===== src/rtl/ultrasonic_pkg.sv =====
// Shared types and default timing for the ultrasonic scan controller.
// Defaults assume a 27 MHz board clock and HC-SR04 class rangers.
package ultrasonic_pkg;

   typedef enum logic [2:0] {
      ST_IDLE      = 3'd0,
      ST_TRIG      = 3'd1,
      ST_WAIT_RISE = 3'd2,
      ST_WAIT_FALL = 3'd3,
      ST_GUARD     = 3'd4
   } state_t;

   localparam int DEF_NUM_SENS    = 4;
   localparam int DEF_US_DIV      = 27;
   localparam int DEF_TRIG_US     = 10;
   localparam int DEF_RISE_TO_US  = 30000;
   localparam int DEF_MAX_ECHO_US = 30000;
   localparam int DEF_GUARD_US    = 60000;
   localparam int DEF_CNT_W       = 16;

   // A single sensor still needs a 1-bit index port.
   function automatic int idx_width(input int n);
      return (n > 1) ? $clog2(n) : 1;
   endfunction

endpackage


===== src/rtl/us_tick_gen.sv =====
// Free-running 1 us prescaler plus the clk-domain reset for the controller:
// reset asserts asynchronously and releases two clocks after nrst rises.
module us_tick_gen
   import ultrasonic_pkg::*;
#(
   parameter int US_DIV = DEF_US_DIV
) (
   input  logic clk,
   input  logic nrst,
   output logic o_tick,
   output logic o_rst_b
);

   localparam int PW = (US_DIV > 1) ? $clog2(US_DIV) : 1;
   localparam logic [PW-1:0] PRE_LAST = PW'(US_DIV - 1);

   logic [PW-1:0] r_pre;
   logic [1:0]    r_rst_pipe;

   always_ff @(posedge clk or negedge nrst) begin
      if (!nrst) begin
         r_rst_pipe <= '0;
      end else begin
         r_rst_pipe <= {r_rst_pipe[0], 1'b1};
      end
   end

   always_ff @(posedge clk or negedge nrst) begin
      if (!nrst) begin
         r_pre <= '0;
      end else if (r_pre == PRE_LAST) begin
         r_pre <= '0;
      end else begin
         r_pre <= r_pre + 1'b1;
      end
   end

   assign o_tick  = (r_pre == PRE_LAST);
   assign o_rst_b = r_rst_pipe[1];

endmodule


===== src/rtl/ultrasonic_scan_ctrl.sv =====
// Round-robin scheduler sharing one trigger/echo timing engine between
// NUM_SENS ultrasonic rangers, with per-sensor result registers.
//
// state        | meaning
// ST_IDLE      | parked; starts a slot on the first tick with en high
// ST_TRIG      | trigger[cur_idx] high for TRIG_US
// ST_WAIT_RISE | waiting for echo rise, gives up after RISE_TO_US
// ST_WAIT_FALL | timing echo width in us, saturates at MAX_ECHO_US
// ST_GUARD     | crosstalk dead time, then cur_idx advances
module ultrasonic_scan_ctrl
   import ultrasonic_pkg::*;
#(
   parameter int  NUM_SENS    = DEF_NUM_SENS,
   parameter int  US_DIV      = DEF_US_DIV,
   parameter int  TRIG_US     = DEF_TRIG_US,
   parameter int  RISE_TO_US  = DEF_RISE_TO_US,
   parameter int  MAX_ECHO_US = DEF_MAX_ECHO_US,
   parameter int  GUARD_US    = DEF_GUARD_US,
   parameter int  CNT_W       = DEF_CNT_W,
   localparam int SW          = idx_width(NUM_SENS)
) (
   input  logic                clk,
   input  logic                nrst,
   input  logic                en,
   input  logic [NUM_SENS-1:0] echo,
   output logic [NUM_SENS-1:0] trigger,
   output logic [SW-1:0]       cur_idx,
   output logic                busy,
   output logic                meas_valid,
   output logic [SW-1:0]       meas_idx,
   output logic [CNT_W-1:0]    meas_data,
   output logic                meas_err,
   input  logic [SW-1:0]       rd_idx,
   output logic [CNT_W-1:0]    rd_data,
   output logic                rd_err
);

   localparam logic [CNT_W-1:0] TRIG_LAST  = CNT_W'(TRIG_US - 1);
   localparam logic [CNT_W-1:0] RISE_LAST  = CNT_W'(RISE_TO_US - 1);
   localparam logic [CNT_W-1:0] ECHO_MAX   = CNT_W'(MAX_ECHO_US);
   localparam logic [CNT_W-1:0] GUARD_LAST = CNT_W'(GUARD_US - 1);
   localparam logic [SW-1:0]    IDX_LAST   = SW'(NUM_SENS - 1);

   logic                w_tick;
   logic                w_rst_b;
   state_t              r_state;
   state_t              w_state_nxt;
   logic [CNT_W-1:0]    r_cnt;
   logic [CNT_W-1:0]    w_cnt_nxt;
   logic [SW-1:0]       r_cur_idx;
   logic [NUM_SENS-1:0] r_echo_meta;
   logic [NUM_SENS-1:0] r_echo_sync;
   logic                r_echo_prev;
   logic                w_echo_cur;
   logic                w_rise;
   logic                w_fall;
   logic                w_commit;
   logic                w_commit_err;
   logic [CNT_W-1:0]    w_commit_data;
   logic                w_advance;
   logic [NUM_SENS-1:0] w_trig;
   logic                r_meas_valid;
   logic [SW-1:0]       r_meas_idx;
   logic [CNT_W-1:0]    r_meas_data;
   logic                r_meas_err;
   logic [CNT_W-1:0]    r_res_data [NUM_SENS];
   logic [NUM_SENS-1:0] r_res_err;

   us_tick_gen #(.US_DIV(US_DIV)) u_tick_gen (
      .clk     (clk),
      .nrst    (nrst),
      .o_tick  (w_tick),
      .o_rst_b (w_rst_b)
   );

   // Edge history restarts on a new sensor so the old line cannot fake an edge.
   always_ff @(posedge clk or negedge w_rst_b) begin
      if (!w_rst_b) begin
         r_echo_meta <= '0;
         r_echo_sync <= '0;
         r_echo_prev <= 1'b0;
      end else begin
         r_echo_meta <= echo;
         r_echo_sync <= r_echo_meta;
         r_echo_prev <= w_advance ? 1'b0 : w_echo_cur;
      end
   end

   assign w_echo_cur = r_echo_sync[r_cur_idx];
   assign w_rise     = ~r_echo_prev & w_echo_cur;
   assign w_fall     = r_echo_prev & ~w_echo_cur;

   always_ff @(posedge clk or negedge w_rst_b) begin
      if (!w_rst_b) begin
         r_state   <= ST_IDLE;
         r_cnt     <= '0;
         r_cur_idx <= '0;
      end else begin
         r_state <= w_state_nxt;
         r_cnt   <= w_cnt_nxt;
         if (w_advance) begin
            r_cur_idx <= (r_cur_idx == IDX_LAST) ? '0 : r_cur_idx + 1'b1;
         end
      end
   end

   always_comb begin
      w_state_nxt   = r_state;
      w_cnt_nxt     = r_cnt;
      w_commit      = 1'b0;
      w_commit_err  = 1'b0;
      w_commit_data = '0;
      w_advance     = 1'b0;
      case (r_state)
         ST_IDLE: begin
            if (en && w_tick) begin
               w_state_nxt = ST_TRIG;
               w_cnt_nxt   = '0;
            end
         end
         ST_TRIG: begin
            if (w_tick) begin
               if (r_cnt == TRIG_LAST) begin
                  w_state_nxt = ST_WAIT_RISE;
                  w_cnt_nxt   = '0;
               end else begin
                  w_cnt_nxt = r_cnt + 1'b1;
               end
            end
         end
         ST_WAIT_RISE: begin
            if (w_rise) begin
               w_state_nxt = ST_WAIT_FALL;
               w_cnt_nxt   = '0;
            end else if (w_tick) begin
               if (r_cnt == RISE_LAST) begin
                  w_commit     = 1'b1;
                  w_commit_err = 1'b1;
                  w_state_nxt  = ST_GUARD;
                  w_cnt_nxt    = '0;
               end else begin
                  w_cnt_nxt = r_cnt + 1'b1;
               end
            end
         end
         ST_WAIT_FALL: begin
            // A fall wins over saturation in the same clock.
            if (w_fall) begin
               w_commit      = 1'b1;
               w_commit_data = r_cnt;
               w_state_nxt   = ST_GUARD;
               w_cnt_nxt     = '0;
            end else if (r_cnt == ECHO_MAX) begin
               w_commit      = 1'b1;
               w_commit_err  = 1'b1;
               w_commit_data = ECHO_MAX;
               w_state_nxt   = ST_GUARD;
               w_cnt_nxt     = '0;
            end else if (w_tick) begin
               w_cnt_nxt = r_cnt + 1'b1;
            end
         end
         ST_GUARD: begin
            if (w_tick) begin
               if (r_cnt == GUARD_LAST) begin
                  w_advance   = 1'b1;
                  w_state_nxt = ST_IDLE;
                  w_cnt_nxt   = '0;
               end else begin
                  w_cnt_nxt = r_cnt + 1'b1;
               end
            end
         end
         default: begin
            w_state_nxt = ST_IDLE;
            w_cnt_nxt   = '0;
         end
      endcase
   end

   always_ff @(posedge clk or negedge w_rst_b) begin
      if (!w_rst_b) begin
         r_meas_valid <= 1'b0;
         r_meas_idx   <= '0;
         r_meas_data  <= '0;
         r_meas_err   <= 1'b0;
      end else begin
         r_meas_valid <= w_commit;
         if (w_commit) begin
            r_meas_idx  <= r_cur_idx;
            r_meas_data <= w_commit_data;
            r_meas_err  <= w_commit_err;
         end
      end
   end

   always_ff @(posedge clk or negedge w_rst_b) begin
      if (!w_rst_b) begin
         for (int i = 0; i < NUM_SENS; i++) begin
            r_res_data[i] <= '0;
         end
         r_res_err <= '0;
      end else if (w_commit) begin
         r_res_data[r_cur_idx] <= w_commit_data;
         r_res_err[r_cur_idx]  <= w_commit_err;
      end
   end

   // Decoded straight from state so reset drops the trigger without a clock.
   always_comb begin
      w_trig = '0;
      if (r_state == ST_TRIG) begin
         w_trig[r_cur_idx] = 1'b1;
      end
   end

   assign trigger    = w_trig;
   assign cur_idx    = r_cur_idx;
   assign busy       = (r_state != ST_IDLE);
   assign meas_valid = r_meas_valid;
   assign meas_idx   = r_meas_idx;
   assign meas_data  = r_meas_data;
   assign meas_err   = r_meas_err;
   assign rd_data    = r_res_data[rd_idx];
   assign rd_err     = r_res_err[rd_idx];

endmodule


===== config.mk =====
export PLATFORM = sky130hd
export DESIGN_NAME = ultrasonic_scan_ctrl
export DESIGN_NICKNAME = d
export VERILOG_FILES = /design/src/rtl/ultrasonic_pkg.sv /design/src/rtl/us_tick_gen.sv /design/src/rtl/ultrasonic_scan_ctrl.sv
export SDC_FILE = /design/constraint.sdc
export NUM_CORES = 1
export LEC_CHECK = 0
export ABC_AREA = 1
export CAP_MARGIN = 0
export CORE_MARGIN = 4
export CORE_UTILIZATION = 61
export CTS_CLUSTER_DIAMETER = 150
export DETAILED_ROUTE_END_ITERATION = 8
export MAX_ROUTING_LAYER = met4
export PLACE_DENSITY = 0.87
export SYNTH_ARGS = -nofsm -noshare
export SYNTH_HDL_FRONTEND = slang
export SYNTH_HIERARCHICAL = 1
export SYNTH_SLANG_ARGS = --single-unit

===== constraint.sdc =====
create_clock -name clk -period 9.7 [get_ports clk]
set_clock_uncertainty 0.05 [all_clocks]
set_input_delay 1.455 -clock clk [delete_from_list [all_inputs] [get_ports clk]]
set_output_delay 1.455 -clock clk [all_outputs]
set_load 0.005 [all_outputs]

-- Word-level counts from Yosys, hierarchy flattened
Cells that the tools add are included.
- output and inout bits: 44
- input bits: 9
- register bits after elaboration: 125
- word-level logic and storage cells: 112
- muxes and demuxes: 54
- equal/unequal tests: 19
- reductions and logical operators: 7
- bitwise operators: 6
- order comparisons: 6
- add/sub/neg operators: 3
- operators by type and width (cell ; number):
    $mux 16 ; 16
    $pmux 16 s5 ; 1
    $bwmux 64 ; 1
    $bmux 16 s2 ; 1
    $demux 16 s2 ; 1
    $eq 16x15->1 const B ; 2
    $mux 3 ; 10
    $add 16x1->16 const B ; 1
    $eq 16x16->1 const B ; 1
    $eq 16x4->1 const B ; 1
    $mux 15 ; 1
    $pmux 3 s5 ; 1
    $mux 1 ; 13
    $ne 2x2->1 const B ; 5
    $ne 3x3->1 const B ; 3
    $reduce_and 8->1 ; 1
    $eq 3x2->1 const B ; 2
    $ge 3x3->1 const B ; 2
    $lt 2x3->1 const B ; 2
    $not 2->3 ; 2
    $add 5x1->5 const B ; 1
    $eq 5x5->1 const B ; 1
    $mux 5 ; 1
    $reduce_and 5->1 ; 1
    18 further kinds ; 24

-- Longest topological paths before layout
- word-level depth: 7
- depth in mapped cells: 14
- mapped depth without buffers: 13

-- Modules after synthesis
The synthesis kept the hierarchy.
- modules (own cells, without submodules) (module ; cells an instance ; times used ; seq. area each (µm²) ; area each (µm²)):
    ultrasonic_scan_ctrl ; 738 ; 1 ; 2952.8 ; 5941.9
    us_tick_gen ; 32 ; 1 ; 175.2 ; 299.0

-- Worst setup path after synthesis
OpenSTA, ideal clock, no wires.
- kind: input to output
- start: input rd_idx[0]
- end: output rd_data[10]
- path slack: 5.950 ns
- data required time: 8.195 ns
- path buffers: 2
- stages on the path: 5
- arrival time: 2.245 ns
- cell sequence: clkbuf_1 > inv_1 > buf_1 > nor2_1 > o22ai_1
- cells in the longest elaborated chain, start to end: 4
- ends and longest elaborated chain (item ; line ; RTL):
    from (decl) ; ultrasonic_scan_ctrl.sv:33 ; input logic [SW-1:0] rd_idx,
    $not 2->3 (not written as such) ; ultrasonic_scan_ctrl.sv:224 ; assign rd_data = r_res_data[rd_idx];
    $bmux 16 s2 ; ultrasonic_scan_ctrl.sv:224 ;
    $mux 16 (not written as such) (2 in series) ; ultrasonic_scan_ctrl.sv:224 ;
    to (decl) ; ultrasonic_scan_ctrl.sv:34 ; output logic [CNT_W-1:0] rd_data,
Every way passes these cells. The select of a mux whose other input is x is not followed.

-- Worst setup path after layout
- start: input rd_idx[0]
- end: output rd_data[12]
Same word-level chain as after synthesis.

==> results.json <==
{
  "run_status": "completed",
  "criticalPathCategory": "input port to primary output",
  "worst_ir_drop_vdd_mv": 0.131,
  "hold_viol": 0,
  "post-cts-setup-buffers": 0,
  "setup-violations-final": 0,
  "synth_commonest_cells": "210 x sky130_fd_sc_hd__nand2_1, 125 x sky130_fd_sc_hd__dfrtp_1, 91 x sky130_fd_sc_hd__nor2_1, 56 x sky130_fd_sc_hd__o21ai_1, 54 x sky130_fd_sc_hd__nand3_1",
  "critical-path-top-cell-by-count": "sky130_fd_sc_hd__clkdlybuf4s50_1",
  "grt_max_degree": 77,
  "floorplan.die.height_um": 109,
  "grt_antenna_before_repair": 0,
  "synth_ff_type": "sky130_fd_sc_hd__dfrtp_1",
  "critical-path-max-stage-delay_ns": 1.23,
  "antenna_cells_inserted": 0,
  "slew_headroom_pct": 22.8,
  "rsz0062_at_grt": "false",
  "clock_insertion_delay_worst_skew_ns": 0.53,
  "finalNetCount": 821,
  "fp.coreArea_mm2": 0.00986,
  "worst-endpoint-required_ns": 8.20,
  "crit_chain": "clkdlybuf4s50_1, inv_1, o21ai_0, o22ai_1, clkdlybuf4s50_1",
  "first_iter_violations": 547,
  "worstReg2RegEnd": "r_cnt[2]",
  "clock_buffer_count_from_cts": 17,
  "maxCapViolations": 0,
  "finalWorstPathRequiredPeriod_ns": 5.93,
  "dp_hpwl_um": 10500,
  "tcrit_tclk_final_pct": 61.1,
  "avg_cell_area_syn_um2": 8.11,
  "io_pins": 53,
  "die_width_um": 109,
  "post_route_cells_drive_above_1_share_pct": 9.31,
  "fmaxAchievable_ghz": 0.169,
  "synth.ff_latch_count": 125,
  "total_leakage_power_uw": 0.00345,
  "syn2layout_area_growth_pct": 17.1,
  "layout.cell_area.non_filler_mm2": 0.00731,
  "initial_core_util_pct": 63.3,
  "synth.largest_area_cell": "sky130_fd_sc_hd__dfrtp_1",
  "globalRouteTotalUtil_pct": 30.7,
  "synth_enable_flop_cells": 0,
  "worst_setup_path_start_kind": "input port",
  "grt_pass1_wl_um": 27400,
  "ys_top_cells_by_area": "sky130_fd_sc_hd__dfrtp_1 50%, sky130_fd_sc_hd__nand2_1 13%, sky130_fd_sc_hd__nor2_1 5.5%",
  "route.detailed.vias_per_inst": 5.97,
  "globalRouteOverflowTotal": 0,
  "cts_resized": 0,
  "cp_num_buf_inv": 3,
  "post_cts_hold_buffer_count": 0,
  "dr_total_vias": 5670,
  "length_of_the_first_detailed_routing_pass_in_iterations": 5,
  "clockBufferDepth": 2,
  "timing.critical_path.arrival_ns": 4.42,
  "synth_async_sr_flop_share_pct": 100,
  "yosys_warnings": 6,
  "critPathMaxFanout": 35,
  "hold_removal_path_class": "flip-flop to async pin",
  "routed_wl_per_cell_um": 17.3,
  "cts.clk_slew.worst_paths_ns": 0.06,
  "postSynthCellCount": 770,
  "critical_path_depth": 5,
  "routed_wirelength_um": 16400,
  "post-synth-top-area-fraction_pct": 50.1,
  "cell_class_contributing_the_biggest_share_of_worst_path_delay": "buffers and inverters",
  "first_global_vias": 5603,
  "setup_slack_on_the_worst_flop_to_flop_path_ns": 6.94,
  "cts_tree": "done",
  "ys_seq_area_share_pct": 50.1,
  "reg2regPathDepth": 11,
  "yosysUniqueCellTypes": 33,
  "routabilityCongestion": 0.932,
  "worstReg2RegStart": "cur_idx[0]",
  "slew_viol_final": 0,
  "timing.setup.tns_ns": 0,
  "clock_tree.htree_level_count": 4,
  "worst_slew_pin_slew_ns": 1.15,
  "cts_num_sinks": 125,
  "yosysMostFrequentCell": "sky130_fd_sc_hd__nand2_1",
  "die_outline_area_mm2": 0.0119,
  "port_buffers": 52,
  "power.density_mw_per_mm2": 170,
  "timing.critical_path.to_type": "primary output",
  "cts_root_buf": "sky130_fd_sc_hd__clkbuf_8",
  "drc": 0,
  "synth.net_count": 788,
  "critPathSlowestCell": "sky130_fd_sc_hd__clkdlybuf4s50_1",
  "dpl-instance-area_mm2": 0.00668,
  "synthesis.area_mm2": 0.00624,
  "num_rows": 36,
  "remaining_antenna_violation_count": 0
}
==> how the worst max path moves through the flow <==
stage / start / end / slack, ns
floorplan: rd_idx[0] / rd_data[10] / 5.95
global placement: rd_idx[0] / rd_data[11] / 3.98
detailed placement: rd_idx[0] / rd_data[9] / 3.87
CTS: rd_idx[0] / rd_data[9] / 3.83
global route: rd_idx[0] / rd_err / 3.43
finish: rd_idx[0] / rd_data[12] / 3.77
==> per-layer routing <==
metal	GRT usage [%]	vias up	routed length, um
met5	-	-	0
met4	10.6	0	484
met3	6.99	58	1220
met2	51.3	300	8360
met1	36.9	2736	6380
li1	-	2576	-
==> state kept, by name (all words and copies together), names as in the netlist <==
signal,count
meas_idx,2
meas_valid,1
u_tick_gen/r_rst_pipe,2
u_tick_gen/r_pre,5
r_echo_sync,4
r_echo_meta,4
r_res_err,4
cur_idx,2
r_state,3
r_echo_prev,1
r_cnt,16
r_res_data,64
meas_err,1
meas_data,16
==> placed cells by master, fill, tap and decap left out, types with 4 or more instances in the layout <==
cell,netlist,final
sky130_fd_sc_hd__bufinv_16,0,4
sky130_fd_sc_hd__clkbuf_16,0,16
sky130_fd_sc_hd__clkdlybuf4s50_1,0,52
sky130_fd_sc_hd__dfrtp_1,125,124
sky130_fd_sc_hd__ha_1,9,9
sky130_fd_sc_hd__inv_1,48,48
sky130_fd_sc_hd__inv_2,7,7
sky130_fd_sc_hd__nand2_1,210,210
sky130_fd_sc_hd__nand2_4,5,5
sky130_fd_sc_hd__nand3_1,54,54
sky130_fd_sc_hd__nand4_1,15,15
sky130_fd_sc_hd__nor2_1,91,91
sky130_fd_sc_hd__nor2_2,4,4
sky130_fd_sc_hd__o21ai_0,53,53
sky130_fd_sc_hd__o21ai_1,56,56
sky130_fd_sc_hd__o21ai_2,18,18
sky130_fd_sc_hd__o22ai_1,17,17
==> power breakdown <==
group | internal, uW | switching (uW) | total, uW
Clock | 432 | 243 | 675
Sequential | 524 | 4.15 | 528
Combinational | 16.9 | 23.5 | 40.4
Total | 973 | 271 | 1240
==> stage by stage <==
step	total power, uW	util [%]	setup slack, ns	hold slack, ns	std cells
6_report	1240	74.1	3.77	0.285	949
4_1_cts	1240	74.1	3.83	0.301	949
3_3_place_gp	576	67.7	3.98	0.283	917
5_1_grt	1280	74.1	3.43	0.312	949
3_5_place_dp	578	67.7	3.87	0.287	917
2_1_floorplan	558	-	5.95	0.281	770
==> final cells by class <==
type	count	area, um2
sequential	125	3130
multi-input combinational	550	2640
fill	690	2550
timing repair buffer	53	528
inverter	56	210
tap	133	166
clock inverter	13	188
clock buffer	19	442
==> logic make-up (layout without fill, tap and decap cells) <==
group / Yosys count / in the layout / synth area share [%]
AND/OR/NAND/NOR: 389 / 389 / 26.7
AO/OA/AOI/OAI: 148 / 148 / 13.3
flip-flops: 125 / 125 / 50.1
buffers and inverters: 95 / 141 / 7.52
adder cells (fa/ha/maj): 9 / 9 / 1.80
XOR/XNOR: 3 / 3 / 0.421
other: 1 / 1 / 0.0601
Power figures use the tool's default switching activity.
